`src/rtl/chacha_xor_stream.sv`:
```
// XORs a plaintext byte stream with keystream bytes read from a ChaCha core,
// consuming one keystream block per message or per BLOCK_BYTES bytes, whichever ends first.
module chacha_xor_stream #(
    parameter int BLOCK_BYTES = 64
) (
    input  logic       clk,
    input  logic       rst_n,
    input  logic       block_ready,
    output logic       block_next,
    output logic       hold_out,
    output logic [5:0] addr_out,
    input  logic [7:0] ks_data,
    input  logic       pt_valid,
    output logic       pt_ready,
    input  logic [7:0] pt_data,
    input  logic       pt_last,
    output logic       ct_valid,
    input  logic       ct_ready,
    output logic [7:0] ct_data,
    output logic       ct_last
);

    localparam int IDX_W = (BLOCK_BYTES > 1) ? $clog2(BLOCK_BYTES) : 1;
    localparam logic [IDX_W-1:0] LAST_IDX = IDX_W'(BLOCK_BYTES - 1);

    typedef enum logic [1:0] {
        WAIT,
        STREAM,
        REFILL
    } state_t;

    state_t           state;
    state_t           state_next;
    logic [IDX_W-1:0] idx;
    logic             first_wait;
    logic             pt_fire;
    logic             ct_fire;
    logic             block_end;

    assign pt_fire   = pt_valid && pt_ready;
    assign ct_fire   = ct_valid && ct_ready;
    assign block_end = pt_fire && ((idx == LAST_IDX) || pt_last);

    // NOTE: sequential state uses non-blocking assignments so every flop samples pre-edge values.
    always_ff @(posedge clk or negedge rst_n) begin
        if (!rst_n) begin
            state <= WAIT;
        end else begin
            state <= state_next;
        end
    end

    // NOTE: every combinational output gets a default first so no latch can be inferred.
    always_comb begin
        state_next = state;
        case (state)
            WAIT:    if (block_ready && !first_wait) state_next = STREAM;
            STREAM:  if (block_end) state_next = REFILL;
            REFILL:  state_next = WAIT;
            default: state_next = WAIT;
        endcase
    end

    always_comb begin
        block_next = 1'b0;
        hold_out   = 1'b0;
        addr_out   = 6'd0;
        pt_ready   = 1'b0;
        case (state)
            STREAM: begin
                hold_out = 1'b1;
                addr_out = 6'(idx);
                pt_ready = !ct_valid || ct_ready;
            end
            REFILL:  block_next = 1'b1;
            default: ;
        endcase
    end

    // The core still shows the old block ready right after block_next, so skip one WAIT cycle.
    always_ff @(posedge clk or negedge rst_n) begin
        if (!rst_n) begin
            idx        <= '0;
            first_wait <= 1'b0;
        end else begin
            first_wait <= (state == REFILL);
            if (state == REFILL) begin
                idx <= '0;
            end else if (pt_fire) begin
                idx <= idx + 1'b1;
            end
        end
    end

    // Output register: a new pt transfer reloads it even while the old byte leaves.
    always_ff @(posedge clk or negedge rst_n) begin
        if (!rst_n) begin
            ct_valid <= 1'b0;
            ct_data  <= 8'd0;
            ct_last  <= 1'b0;
        end else if (pt_fire) begin
            ct_valid <= 1'b1;
            ct_data  <= pt_data ^ ks_data;
            ct_last  <= pt_last;
        end else if (ct_fire) begin
            ct_valid <= 1'b0;
        end
    end

endmodule

```
`config.mk`:
```
export PLATFORM = sky130hd
export DESIGN_NAME = chacha_xor_stream
export DESIGN_NICKNAME = d
export VERILOG_FILES = /design/src/rtl/chacha_xor_stream.sv
export SDC_FILE = /design/constraint.sdc
export NUM_CORES = 1
export LEC_CHECK = 0
export BUFFER_PORTS_ARGS = -buffer_cell sky130_fd_sc_hd__buf_2
export CORE_ASPECT_RATIO = 0.7
export CORE_MARGIN = 1.5
export CORE_UTILIZATION = 42
export DETAILED_ROUTE_END_ITERATION = 7
export PLACE_DENSITY = 0.74
export REMOVE_ABC_BUFFERS = 1
export SLEW_MARGIN = 20
export SYNTH_ARGS = -nofsm -noshare
export SYNTH_HDL_FRONTEND = slang
export SYNTH_SLANG_ARGS = --single-unit
export TNS_END_PERCENT = 1
```
`constraint.sdc`:
```
create_clock -name clk -period 1.2 [get_ports clk]
set_input_delay 0.18 -clock clk [delete_from_list [all_inputs] [get_ports clk]]
set_output_delay 0.18 -clock clk [all_outputs]
set_load 0.005 [all_outputs]
```
# Word-level counts from Yosys, hierarchy flattened
# Cells that the tools add are included.
# totals
in_bits	22
register_bits	19
output_inout_bits	19
wordCells	36
# classes
eq_ne	5
mux	11
n_reduce_logical	12
n_bitwise	1
addsub	1
# ops
op	n
2-to-1 mux 6 bit	3
bitwise XOR 8 bit	1
adder 6 x 1 -> 6 bit, second input constant	1
equality test 6 bit, second input constant	1
2-to-1 mux 1 bit	5
logical AND 1 bit	4
2-to-1 mux 2 bit	2
inequality test 2 bit, second input constant	2
case mux 2 bit (2 select lines)	1
nonzero test 2 bit	2
equality test 2 x 1 -> 1 bit, second input constant	1
equality test 2 bit, second input constant	1
zero test 1 bit	2
zero test 2 bit	1
logical OR 1 bit	2
AND reduction 2 bit	1

# Logic depth before layout (Yosys ltp)
# Gate-level depths: netlist of run 1.
# logic_depth
ltp_word	7
ltp_mapped	6
ltp_nobuf	4

# Worst setup path before layout of run 1
# OpenSTA, ideal clock, no wires.
# synth_timing
path_type	register to register
startpoint	reg state[1]
endpoint	reg ct_data[0]
setup_ns	0.125
required_ns	1.075
arrival_ns	1.247
setup_slack_ns	-0.172
path_buffers	2
path_stages_with_launch	7
period_less_slack_ns	1.372
path_cell_list	dfrtp_1 nand2b_4 buf_6 inv_4 nand3_2 buf_6 mux2_4
# synth_via
elab_chain_len	3
# synth_rtl
element	line	rtl
from (decl)	32	state_t state;
from (signal assigned)	49	state <= state_next;
equality test 2 x 1 -> 1 bit	69	case (state)
2-to-1 mux 1 bit	69	
logical AND 1 bit	40	assign pt_fire = pt_valid && pt_ready;
to (signal assigned)	103	ct_data <= pt_data ^ ks_data;
to (decl)	19	output logic [7:0] ct_data,
# Every way passes these cells.
# A chain may end at the register's enable or synchronous reset.

# Final worst setup path of run 1
# layout_timing
startpoint	reg state[0]
endpoint	out addr_out[1]
# layout_via
elab_chain_len	2
# layout_rtl
element	line	rtl
equality test 2 x 1 -> 1 bit	69	
2-to-1 mux 6 bit	69	
to (decl)	11	output logic [5:0] addr_out,
# Every way passes these cells.

==> results of run 1 <==
[through the flow]
| stage | TNS, ns | area (µm²) |
|---|---|---|
| floorplan | -1.75 | 966 |
| global placement | -0.644 | 1280 |
| detailed placement | -0.969 | 1280 |
| CTS | -3.75 | 1400 |
| global route | -5.06 | 1420 |
| finish | -3.67 | 1420 |
[path summary, 6_finish.rpt]
path                                  from     endpoint  slack (ns)  depth (start not counted)
max in group asynchronous            rst_n     state[1]        0.55                          2
worst min-delay path               pt_last      ct_last        0.15                          2
worst max-delay path              state[0]  addr_out[1]       -0.21                          5
worst min register to register  ct_data[3]   ct_data[3]        0.52                          1
worst max register to register    state[1]       idx[3]       -0.20                          4
min in group asynchronous            rst_n   ct_data[3]        0.34                          2
[critical path: stages, from the launching register on]
cell	delay, ns
dfrtp_1	0.43
nand2b_4	0.11
inv_4	0.04
buf_6	0.12
and2_4	0.15
buf_6	0.10
[kinds of logic after synthesis]
group | after synthesis
xor gates and xnor gates | 8
and+or+nand+nor | 28
DFF | 19
buffers and inverters | 7
AOI/OAI and AO/OA | 8
adders and majority gates | 1
muxes | 12
[layer usage]
metal  global-route usage  share of wire
met3               0.0657          0.064
met5                    0              0
met1                0.239           0.45
met2                0.285           0.48
met4               0.0522         0.0086
[sequential cells by signal, summed over array words and instances, names as in the netlist]
register	count
first_wait	1
ct_data	8
ct_last	1
idx	6
ct_valid	1
state	2
[placed cells by master (no fill, tap or decap), types with 2 or more instances in the layout]
cell type | netlist | routed
buf_2 | 0 | 39
dfrtp_1 | 19 | 19
mux2_4 | 7 | 9
inv_1 | 3 | 2
and2_1 | 7 | 6
xor2_1 | 8 | 8
nand2b_4 | 1 | 2
inv_4 | 1 | 2
nand2_1 | 4 | 4
buf_4 | 0 | 9
nand4_1 | 3 | 3
nand2b_1 | 3 | 2
buf_6 | 2 | 3
nor2_1 | 2 | 2
clkbuf_4 | 0 | 3
mux2i_1 | 3 | 3
o31ai_1 | 3 | 3
a21oi_1 | 3 | 2
[cell type report]
class	instances	area [µm²]	area share
clock buffers	4	26.3	0.0185
inverters	4	20.0	0.0141
multi-input cells	57	534	0.376
flip-flops and latches	19	475	0.334
well taps	32	40.0	0.0281
repair buffers	53	327	0.230
[what timing repair did]
item | CTS | global route
gates resized for setup | 14 | 4
setup buffers | 4 | 0
hold buffers | 1 | 0
endpoints found under the hold margin | 19 | 0
setup endpoints to repair | 23 | 24
pin swaps | 7 | 3
[power by group through the flow]
stage / combinational [µW] / sequential, µW / clock (µW)
floorplan: 636 / 1110 / 0
CTS: 1380 / 1120 / 335
global route: 1540 / 1160 / 366
finish: 1420 / 1120 / 324
global placement: 1180 / 1100 / 0
detailed placement: 1210 / 1120 / 0
==> impl_metrics.csv, run 1 <==
group,metric,value,unit
global_routing,grt_pass1_vias,772,
cts,clock_latency,0.30,ns
final_layout,antenna_cells,0,
synth,synthDistinctLibCells,26,
sta,worst_pin_slew,0.427,ns
final_layout,area_growth,43.4,%
global_routing,antenna_found_initial,0,
power_and_ir_drop,comb_power_share,0.496,
power_and_ir_drop,p_leak,0.000737,µW
final_layout,fillers,186,
setup_path,crit_arrival,1.23,ns
place,dp_hpwl,1.61,mm
routing,drt-vias-per-instance,4.82,
place,place_ws,-0.114,ns
cts,cts_made_buffers,3,
die,rows,14,
cts,clock_path_buffers,2,
routing,dr.pass1.iters,4,
cts,clock-root-buffer,"clkbuf_4",
die,fp.dieW,61.1,µm
place,place.gp.congestion,0.819,
routing,wirelength,2.22,mm
die,ios,41,
sta,fin_crit,1.41,ns
cts,clock-sinks,19,
run_status,outcome,"finished with violations",
synth,yosys-top-cells-area,"dfrtp_1 48%, mux2_4 11%, xor2_1 7.1%",
routing,drt_iter0_markers,31,
sta,slew_headroom,0.715,
synth,synth_cells,83,
power_and_ir_drop,switching_power,956,µW
setup_path,critPathCaptureType,"primary output",
sta,finalCritPeriodShare,1.18,
synth,yosys_warnings,0,
synth,synthArstFlopShare,1.00,
place,dpl.cell_count,160,
global_routing,grt_overflow,0,
setup_path,critPathKind,"reg -> out",
die,core,2190,µm²
final_layout,final_cells,169,
die,die_height,43.7,µm
power_and_ir_drop,powerDensity,2010,nW/µm²
die,start_util,0.453,
synth,synth_compound_area_frac,0.0580,
power_and_ir_drop,seqPwrFrac,0.391,
global_routing,grt_usage,0.182,
routing,drc,0,
power_and_ir_drop,total_power,2860,µW
sta,slew_violations,0,
power_and_ir_drop,intPower,1900,µW
die,die_area,2670,µm²
sta,rsz0062_at_grt,"true",
final_layout,fin_util,0.650,
power_and_ir_drop,ir_drop,0.000963,V
synth,synth_mux_area_frac,0.159,
cts,cts_tree,"done",
synth,synth_area_leader_cell,"dfrtp_1",
synth,syn_area_per_cell,12.0,µm²
routing,num_vias,814,
final_layout,drive_above_1_share,0.555,
synth,yosys.area_share.adder,0.0126,
place,port_buffers,40,
final_layout,nets,161,
min_path,hold_path.class,"in -> reg",
cts,clk_pin_slew,0.10,ns
synth,yosys.area.top_type_share,0.479,
power_and_ir_drop,power_frac_clock,0.113,
sta,clock.fmax,708,MHz
sta,fin_skew,0.0106,ns
setup_path,required,1.02,ns
setup_path,startpoint_type,"register",
cts,htreeDepth,1,
synth,synth_edf_count,0,
synth,synth_top_family_by_area,"simple AND/OR/NAND/NOR gates",
synth,synth-simple-area-share,0.177,
power_and_ir_drop,p_sw_frac,0.334,
synth,synth_area,992,µm²
routing,wire_per_inst,13.1,µm
routing,ant_nets,0,
run_status,violations,"setup timing",
setup_path,cp_max_fo,8,
synth,synth-main-ff-cell,"dfrtp_1",
synth,synthXorXnorAreaFrac,0.0706,
global_routing,grt_max_degree,20,
sta,worst_slack,-0.211,ns
sta,finalHoldViolCount,0,
synth,ys_ff_latch,19,
synth,synthMostInstantiatedCell,"dfrtp_1",
flow_run,maxCapViolCount,0,
synth,synth_top_cells_by_count,"19 x dfrtp_1, 8 x xor2_1, 7 x and2_1, 7 x mux2_4, 4 x nand2_1",
sta,setup_viol,23,
global_routing,grt_pass1_wl,3.48,mm
synth,seq_area_frac_synth,0.479,
sta,hold_slack,0.153,ns
Note: power is estimated with default switching activity, not from simulation.
==> run 2: changes to the inputs <==
--- a/config.mk
+++ b/config.mk
@@ -11,6 +11,7 @@
 export CORE_UTILIZATION = 42
 export DETAILED_ROUTE_END_ITERATION = 7
 export PLACE_DENSITY = 0.74
+export RECOVER_POWER = 100
 export REMOVE_ABC_BUFFERS = 1
 export SLEW_MARGIN = 20
 export SYNTH_ARGS = -nofsm -noshare
==> run 2 against run 1 <==
Compared with the run above:
- the run still ends with setup timing left
- largest cell class unchanged
- clock-buffer cell count is the same
- via count grew 0.25%
- power shrank 1.2%
- maximum frequency is essentially flat
==> impl_metrics.csv, run 2 (synthesis gave the netlist of run 1 again) <==
group,metric,value,unit
setup_path,required,1.02,ns
global_routing,antenna_found_initial,0,
sta,slew_headroom,0.683,
setup_path,startpoint_type,"register",
place,port_buffers,40,
setup_path,crit_arrival,1.23,ns
sta,worst_pin_slew,0.476,ns
final_layout,antenna_cells,0,
min_path,hold_path.class,"in -> reg",
cts,cts_made_buffers,3,
power_and_ir_drop,intPower,1870,µW
sta,fin_crit,1.41,ns
setup_path,critPathKind,"reg -> out",
power_and_ir_drop,comb_power_share,0.489,
global_routing,grt_max_degree,20,
final_layout,final_cell_mix,"34 x buf_2, 19 x dfrtp_1, 9 x mux2_4, 9 x buf_4, 8 x xor2_1",
routing,num_vias,816,
sta,finalCritPeriodShare,1.18,
sta,finalHoldViolCount,0,
global_routing,grt_overflow,0,
cts,clock_path_buffers,2,
power_and_ir_drop,seqPwrFrac,0.396,
die,rows,14,
final_layout,fin_util,0.643,
final_layout,drive_above_1_share,0.526,
die,die_height,43.7,µm
setup_path,path_common_cell,"buf_6",
final_layout,area_growth,42.0,%
sta,rsz0062_at_grt,"true",
routing,drt-vias-per-instance,4.83,
cts,clock-sinks,19,
routing,drc,0,
power_and_ir_drop,power_frac_clock,0.115,
power_and_ir_drop,p_sw_frac,0.337,
sta,setup_viol,23,
cts,clock-root-buffer,"clkbuf_4",
cts,clk_pin_slew,0.10,ns
routing,dr.pass1.iters,4,
final_layout,final_cells,169,
flow_run,maxCapViolCount,0,
run_status,outcome,"finished with violations",
setup_path,cp_max_fo,8,
final_layout,stdcell_area,1410,µm²
routing,ant_nets,0,
setup_path,path_cells,"nand2b_4, inv_4, buf_6, and2_4, buf_6",
power_and_ir_drop,powerDensity,2010,nW/µm²
die,fp.dieW,61.1,µm
setup_path,crit_slowest_cell,"dfrtp_1",
routing,wirelength,2.22,mm
final_layout,seqCellArea,475,µm²
place,dp_hpwl,1.61,mm
setup_path,critPathCaptureType,"primary output",
cts,htreeDepth,1,
cts,cts_tree,"done",
setup_path,slowest_delay,0.43,ns
final_layout,largest_register_ffs,8,
die,core,2190,µm²
die,ios,41,
min_path,min_from,"pt_last",
final_layout,multiInputGateArea,534,µm²
global_routing,grt_pass1_wl,3.48,mm
die,start_util,0.453,
power_and_ir_drop,switching_power,953,µW
sta,clock.fmax,709,MHz
place,place.gp.congestion,0.819,
sta,fin_skew,0.0107,ns
place,dpl.cell_count,160,
final_layout,final_common_cell,"buf_2",
routing,drt_iter0_markers,28,
final_layout,top_regs,"ct_data (8), idx (6), state (2)",
place,place_ws,-0.114,ns
run_status,violations,"setup timing",
setup_path,timing.rr.start,"state[1]",
final_layout,nets,161,
routing,wire_per_inst,13.1,µm
sta,slew_violations,0,
global_routing,grt_pass1_vias,772,
final_layout,largest_register,"ct_data",
final_layout,fillers,191,
place,dpl_cell_area,1280,µm²
power_and_ir_drop,p_leak,0.000722,µW
sta,worst_slack,-0.211,ns
setup_path,startpoint,"state[0]",
power_and_ir_drop,ir_drop,0.000941,V
die,die_area,2670,µm²
global_routing,grt_usage,0.182,
cts,clock_latency,0.30,ns
## run 2: changes by cell type in the layout (fill, tap and decap cells not counted)
cell	previous run	this run
buf_2	39	34
clkbuf_1	1	5
buf_12	1	0
buf_6	3	4
clkbuf_2	0	1
## run 2: routing by layer
| layer | GRT usage | part of all wire | vias to the layer above |
|---|---|---|---|
| met5 | 0 | 0 | - |
| met4 | 0.0522 | 0.0086 | 0 |
| met3 | 0.0657 | 0.063 | 2 |
| met2 | 0.285 | 0.48 | 31 |
| met1 | 0.239 | 0.45 | 388 |
| li1 | - | - | 395 |
## run 2: per-stage QoR
step | setup TNS, ns | hold slack [ns] | total power [µW]
floorplan | -1.75 | -0.116 | 1750
global placement | -0.644 | 0.141 | 2290
detailed placement | -0.969 | 0.145 | 2340
CTS | -3.75 | 0.145 | 2830
global route | -5.35 | 0.140 | 3030
finish | -3.84 | 0.154 | 2830
## run 2: path summary, 6_finish.rpt
kind / to / slack (ns) / cells after the start
min in group asynchronous: ct_data[3] / 0.36 / 2
max reg2reg: idx[3] / -0.20 / 4
min reg2reg: ct_data[7] / 0.52 / 1
min: ct_last / 0.15 / 2
max: addr_out[1] / -0.21 / 5
max in group asynchronous: state[1] / 0.51 / 2
## run 2: repair_timing
action,CTS,global route
hold buffers,1,0
pin swaps,7,3
buffers inserted,4,0
hold endpoints to repair,19,0
endpoints found under the setup margin,23,24
gates resized for setup,14,4
## run 2: power groups by stage
stage	Sequential, µW	Combinational, µW	Clock, µW
2_1_floorplan	1110	636	0
3_3_place_gp	1100	1180	0
3_5_place_dp	1120	1210	0
4_1_cts	1120	1380	335
5_1_grt	1160	1510	366
6_report	1120	1380	324
## run 2: area by class of cell
cell class,instances,area share
clock buffer,4,0.0187
sequential,19,0.337
tap,32,0.0284
timing repair buffer,53,0.222
inverter,4,0.0142
multi-input combinational,57,0.379
## run 2: critical path: cells and delay by family, from the launching register on
family,cells,cell delay (ns)
and+or+nand+nor,2,0.26
buffers and inverters,3,0.26
DFF,1,0.43
